File: src/rtl/control_unit.sv
// RV32I main decoder: opcode/funct fields -> imm, ALU, writeback and branch controls.
// One-cycle registered outputs with no handshake; define CU_ILLEGAL_INSN_EN to add the IllegalInsn output.
module control_unit (
  input  logic       clk,
  input  logic       rst_n,
  input  logic [6:0] OpCode,
  input  logic [2:0] Funct3,
  input  logic [6:0] Funct7,
  output logic [2:0] ImmSrc,
  output logic       ALUASrc,
  output logic       ALUBSrc,
  output logic [3:0] ALUOp,
  output logic [1:0] RUDataWrSrc,
  output logic       RUWr,
  output logic [4:0] BrOp
`ifdef CU_ILLEGAL_INSN_EN
  ,
  output logic       IllegalInsn
`endif
);

  localparam logic [6:0] OP_R     = 7'b0110011;
  localparam logic [6:0] OP_I     = 7'b0010011;
  localparam logic [6:0] OP_LOAD  = 7'b0000011;
  localparam logic [6:0] OP_STORE = 7'b0100011;
  localparam logic [6:0] OP_BR    = 7'b1100011;
  localparam logic [6:0] OP_JAL   = 7'b1101111;
  localparam logic [6:0] OP_JALR  = 7'b1100111;
  localparam logic [6:0] OP_LUI   = 7'b0110111;
  localparam logic [6:0] OP_AUIPC = 7'b0010111;

  localparam logic [2:0] IMM_I = 3'b000;
  localparam logic [2:0] IMM_S = 3'b001;
  localparam logic [2:0] IMM_B = 3'b101;
  localparam logic [2:0] IMM_U = 3'b010;
  localparam logic [2:0] IMM_J = 3'b110;

  localparam logic [3:0] ALU_ADD    = 4'b0000;
  localparam logic [3:0] ALU_PASS_B = 4'b1001;

  localparam logic [1:0] WR_ALU = 2'b00;
  localparam logic [1:0] WR_MEM = 2'b01;
  localparam logic [1:0] WR_PC4 = 2'b10;

  localparam logic [4:0] BR_NONE = 5'b00000;
  localparam logic [4:0] BR_JUMP = 5'b10000;

  logic [2:0] w_imm_src;
  logic       w_a_src;
  logic       w_b_src;
  logic [3:0] w_alu_op;
  logic [1:0] w_wr_src;
  logic       w_ru_wr;
  logic [4:0] w_br_op;

  logic [2:0] r_imm_src;
  logic       r_a_src;
  logic       r_b_src;
  logic [3:0] r_alu_op;
  logic [1:0] r_wr_src;
  logic       r_ru_wr;
  logic [4:0] r_br_op;

  always_comb begin
    w_imm_src = IMM_I;
    w_a_src   = 1'b0;
    w_b_src   = 1'b0;
    w_alu_op  = ALU_ADD;
    w_wr_src  = WR_ALU;
    w_ru_wr   = 1'b0;
    w_br_op   = BR_NONE;
    case (OpCode)
      OP_R: begin
        w_alu_op = {Funct7[5], Funct3};
        w_ru_wr  = 1'b1;
      end
      OP_I: begin
        // Only the shift-right form uses Funct7[5] to pick arithmetic vs logical.
        w_b_src  = 1'b1;
        w_alu_op = (Funct3 == 3'b101) ? {Funct7[5], Funct3} : {1'b0, Funct3};
        w_ru_wr  = 1'b1;
      end
      OP_LOAD: begin
        w_b_src  = 1'b1;
        w_wr_src = WR_MEM;
        w_ru_wr  = 1'b1;
      end
      OP_STORE: begin
        w_imm_src = IMM_S;
        w_b_src   = 1'b1;
      end
      OP_BR: begin
        w_imm_src = IMM_B;
        w_a_src   = 1'b1;
        w_b_src   = 1'b1;
        w_br_op   = {2'b01, Funct3};
      end
      OP_JAL: begin
        w_imm_src = IMM_J;
        w_a_src   = 1'b1;
        w_b_src   = 1'b1;
        w_wr_src  = WR_PC4;
        w_ru_wr   = 1'b1;
        w_br_op   = BR_JUMP;
      end
      OP_JALR: begin
        w_b_src  = 1'b1;
        w_wr_src = WR_PC4;
        w_ru_wr  = 1'b1;
        w_br_op  = BR_JUMP;
      end
      OP_LUI: begin
        w_imm_src = IMM_U;
        w_b_src   = 1'b1;
        w_alu_op  = ALU_PASS_B;
        w_ru_wr   = 1'b1;
      end
      OP_AUIPC: begin
        w_imm_src = IMM_U;
        w_a_src   = 1'b1;
        w_b_src   = 1'b1;
        w_ru_wr   = 1'b1;
      end
      default: ;
    endcase
  end

  always_ff @(posedge clk or negedge rst_n) begin
    if (!rst_n) begin
      r_imm_src <= 3'b000;
      r_a_src   <= 1'b0;
      r_b_src   <= 1'b0;
      r_alu_op  <= 4'b0000;
      r_wr_src  <= 2'b00;
      r_ru_wr   <= 1'b0;
      r_br_op   <= 5'b00000;
    end else begin
      r_imm_src <= w_imm_src;
      r_a_src   <= w_a_src;
      r_b_src   <= w_b_src;
      r_alu_op  <= w_alu_op;
      r_wr_src  <= w_wr_src;
      r_ru_wr   <= w_ru_wr;
      r_br_op   <= w_br_op;
    end
  end

  assign ImmSrc      = r_imm_src;
  assign ALUASrc     = r_a_src;
  assign ALUBSrc     = r_b_src;
  assign ALUOp       = r_alu_op;
  assign RUDataWrSrc = r_wr_src;
  assign RUWr        = r_ru_wr;
  assign BrOp        = r_br_op;

`ifdef CU_ILLEGAL_INSN_EN
  logic w_illegal;
  logic r_illegal;

  // Flag only; the decode above is left untouched for illegal forms.
  always_comb begin
    w_illegal = 1'b0;
    case (OpCode)
      OP_R: begin
        if (Funct7 == 7'b0100000)
          w_illegal = (Funct3 != 3'b000) && (Funct3 != 3'b101);
        else
          w_illegal = (Funct7 != 7'b0000000);
      end
      OP_BR:   w_illegal = (Funct3 == 3'b010) || (Funct3 == 3'b011);
      OP_JALR: w_illegal = (Funct3 != 3'b000);
      OP_I, OP_LOAD, OP_STORE, OP_JAL, OP_LUI, OP_AUIPC: w_illegal = 1'b0;
      default: w_illegal = 1'b1;
    endcase
  end

  always_ff @(posedge clk or negedge rst_n) begin
    if (!rst_n) r_illegal <= 1'b0;
    else        r_illegal <= w_illegal;
  end

  assign IllegalInsn = r_illegal;
`else
  logic w_unused_f7;
  assign w_unused_f7 = ^{Funct7[6], Funct7[4:0]};
`endif

endmodule

File: config.mk
export PLATFORM = sky130hd
export DESIGN_NAME = control_unit
export DESIGN_NICKNAME = d
export VERILOG_FILES = /design/src/rtl/control_unit.sv
export SDC_FILE = /design/constraint.sdc
export NUM_CORES = 1
export LEC_CHECK = 0
export CAP_MARGIN = 5
export CORE_MARGIN = 2
export CORE_UTILIZATION = 38
export CTS_CLUSTER_DIAMETER = 80
export CTS_CLUSTER_SIZE = 20
export DETAILED_ROUTE_END_ITERATION = 8
export PLACE_DENSITY = 0.76
export SYNTH_ARGS = -nofsm -noshare
export SYNTH_HDL_FRONTEND = slang
export SYNTH_SLANG_ARGS = --single-unit
File: constraint.sdc
create_clock -name clk -period 0.8 [get_ports clk]
set_input_delay 0.16 -clock clk [delete_from_list [all_inputs] [get_ports clk]]
set_output_delay 0.16 -clock clk [all_outputs]
set_load 0.01 [all_outputs]
==> metrics.yaml <==
status:
  status: "complete, but fails checks"
  violations: "negative setup slack"
timing:
  max_freq_ghz: 1.04
  setup_viol: 19
  slew_viol_final: 0
  tightest_slew_ns: 0.291
  min_period_over_period_pct: 120
  fin_setup_tns_ns: -2.43
  rsz0062_at_grt: "true"
  fin_ws_ns: -0.163
  finalHoldViolCount: 0
  finalWorstPathRequiredPeriod_ns: 0.963
  slew_headroom_pct: 80.5
  holdWs_ns: 0.138
grt:
  grt-ovfl-total: 0
  antenna_found_initial: 0
  grt_pass1_wl_um: 2490
  grt_pass1_vias: 578
  grt_usage_pct: 16.4
  grt_max_degree: 18
cells_and_area:
  fillers: 144
  layoutNonFillerInstCount: 135
  post-route-cell-area_mm2: 0.00120
  multi_input_area_um2: 312
  seqCellArea_um2: 425
  diodes: 0
  syn_to_final_growth_pct: 65.4
  drive_gt1_share_pct: 54.5
  nets: 130
synthesis:
  syn_nets: 79
  synth.cell_area_um2: 727
  synth_area_leaders: "dfrtp_1, nand4bb_4, buf_6"
  ys_warn_count: 0
  yosysSeqAreaShare_pct: 58.5
  synth_cell_type_count: 25
  avgSynthCellArea_um2: 12.1
  yosysTopAreaCell: "dfrtp_1"
  synth_top_area_share_pct: 58.5
  synth_cells: 60
  synth_seq_cells: 17
pwr:
  power_density_mw_per_mm2: 1340
  seqPwrFrac_pct: 54.0
  pwr-share-comb_pct: 18.7
  clkPwrFrac_pct: 27.3
  intPower_mw: 1.23
  leakage_nw: 0.631
  p_switching_uw: 379
  sw_frac_of_total_pct: 23.6
  vdd.ir_drop.worst_mv: 0.950
worst_setup_path:
  crit_family: "flip-flops"
  path_buf_inv: 1
  crit_required_ns: 0.64
  crit_fanout: 1
  worstPathCellList: "buf_2"
  critPathLaunchType: "register"
  critPathSlowestCell: "dfrtp_1"
  cp-end-kind: "primary output"
  critPathMaxStageDelay_ns: 0.38
  path_class: "reg -> out"
  arrival_ns: 0.80
place:
  dp.cells: 125
  placed_area_mm2: 0.00115
  place.port_buffers: 29
  hpwl_um: 1220
  gp_congestion: 0.828
cts:
  h-tree-depth: 1
  cts_sinks: 17
  root_buffer: "clkbuf_4"
  cts_buffers: 3
  cts_max_path_buffers: 2
  cts_tree: "yes"
  clkTransAtPathRegs_ns: 0.10
job:
  cap_violations: 0
die:
  die_h_um: 47.7
  coreArea_mm2: 0.00176
  fp.dieW_um: 47.7
  rows: 15
  dieArea_mm2: 0.00228
  io_pins: 36
  start_util_pct: 41.2
hold_path:
  worstHoldPathType: "in -> reg"
route:
  routed_wl_um: 1690
  drc_errors: 0
  drtPass1Iterations: 4
  met2_length_um: 890
  vias: 619
  ant_nets: 0
  initialDrtViolationCount: 10
  wl_per_cell_um: 12.5
  drt-met1-wl_um: 664
  viasPerCell: 4.59
  wl_met3_um: 103
  highest_layer: "met4"
==> placed cells by master, fill, tap and decap left out, types with 3 or more instances in the layout <==
| cell type | Yosys | routed |
|---|---|---|
| dfrtp_1 | 17 | 17 |
| and2_1 | 3 | 3 |
| nor2_1 | 6 | 3 |
| buf_4 | 0 | 14 |
| buf_6 | 2 | 10 |
| buf_2 | 1 | 16 |
| nand2_1 | 6 | 5 |
| clkbuf_4 | 0 | 3 |
| dlygate4sd2_1 | 0 | 3 |
==> final cells by class <==
class,instances,share of cell area [%]
clock buffer,4,2.19
multi-input combinational,39,25.9
inverter,1,0.312
tap,25,2.60
timing repair buffer,49,33.6
sequential,17,35.4
==> power by group through the flow <==
stage | sequential, mW | clock (mW) | combinational (mW)
after global placement | 0.886 | 0 | 0.260
after global routing | 0.870 | 0.479 | 0.323
after floorplan | 0.892 | 0 | 0.0966
after detailed placement | 0.886 | 0 | 0.266
final | 0.869 | 0.439 | 0.300
after CTS | 0.869 | 0.454 | 0.277
==> cell families (layout without fill, tap and decap cells) <==
logic type	Yosys count	count (layout)	share of synthesized area, %
AOI/OAI and AO/OA	9	9	10.2
xor gates and xnor gates	1	1	1.21
buffers and inverters	4	54	4.30
DFF	17	17	58.5
muxes	1	1	1.38
and+or+nand+nor	28	28	24.4
==> path summary, 6_finish.rpt <==
kind                       startpoint        end  cells after the start
max                          ALUOp[2]   ALUOp[2]                      1
min                         OpCode[6]   ALUOp[2]                      3
max in group asynchronous       rst_n  ImmSrc[0]                      2
min in group asynchronous       rst_n   ALUOp[1]                      2
==> metrics by stage <==
| step | power [mW] | utilization, % | worst slack [ns] |
|---|---|---|---|
| final | 1.61 | 68.2 | -0.163 |
| after CTS | 1.60 | 64.5 | -0.169 |
| after detailed placement | 1.15 | 65.2 | -0.733 |
| after floorplan | 0.989 | - | -0.246 |
| after global routing | 1.67 | 68.2 | -0.186 |
| after global placement | 1.15 | 65.2 | -0.692 |
==> cells in the mapped netlist, drive strengths merged <==
cell type  count
nor4           1
dfrtp         17
inv            1
o2bb2ai        1
buf            3
nand4bb        1
nor3           4
or2            1
nand3b         1
or3b           1
nor2           6
nand2          6
a21oi          2
and2           3
a2bb2oi        1
mux2i          1
nor3b          1
and3b          2
a221oi         1
xor2           1
a211o          1
o21ai          2
o22ai          1
nand3          1
==> state kept, by name, indices dropped and copies added, names as in the netlist <==
signal,flops
ImmSrc,3
ALUOp,4
ALUASrc,1
RUDataWrSrc,2
ALUBSrc,1
RUWr,1
BrOp,5
==> metal layers <==
metal  vias up  GRT usage (%)
met2        27           27.5
met1       280           19.6
met4         0           8.11
met5         -              0
met3         4           3.77
li1        308              -
==> repair_timing <==
item / 4_1_cts / 5_1_grt
resized for setup: 105 / 11
endpoints found under the setup margin: 34 / 25
hold buffers: 0 / 0
pin swaps: 6 / 6
setup buffers: 3 / 3
hold endpoints to repair: 0 / 0
(Power assumes the default switching activity.)
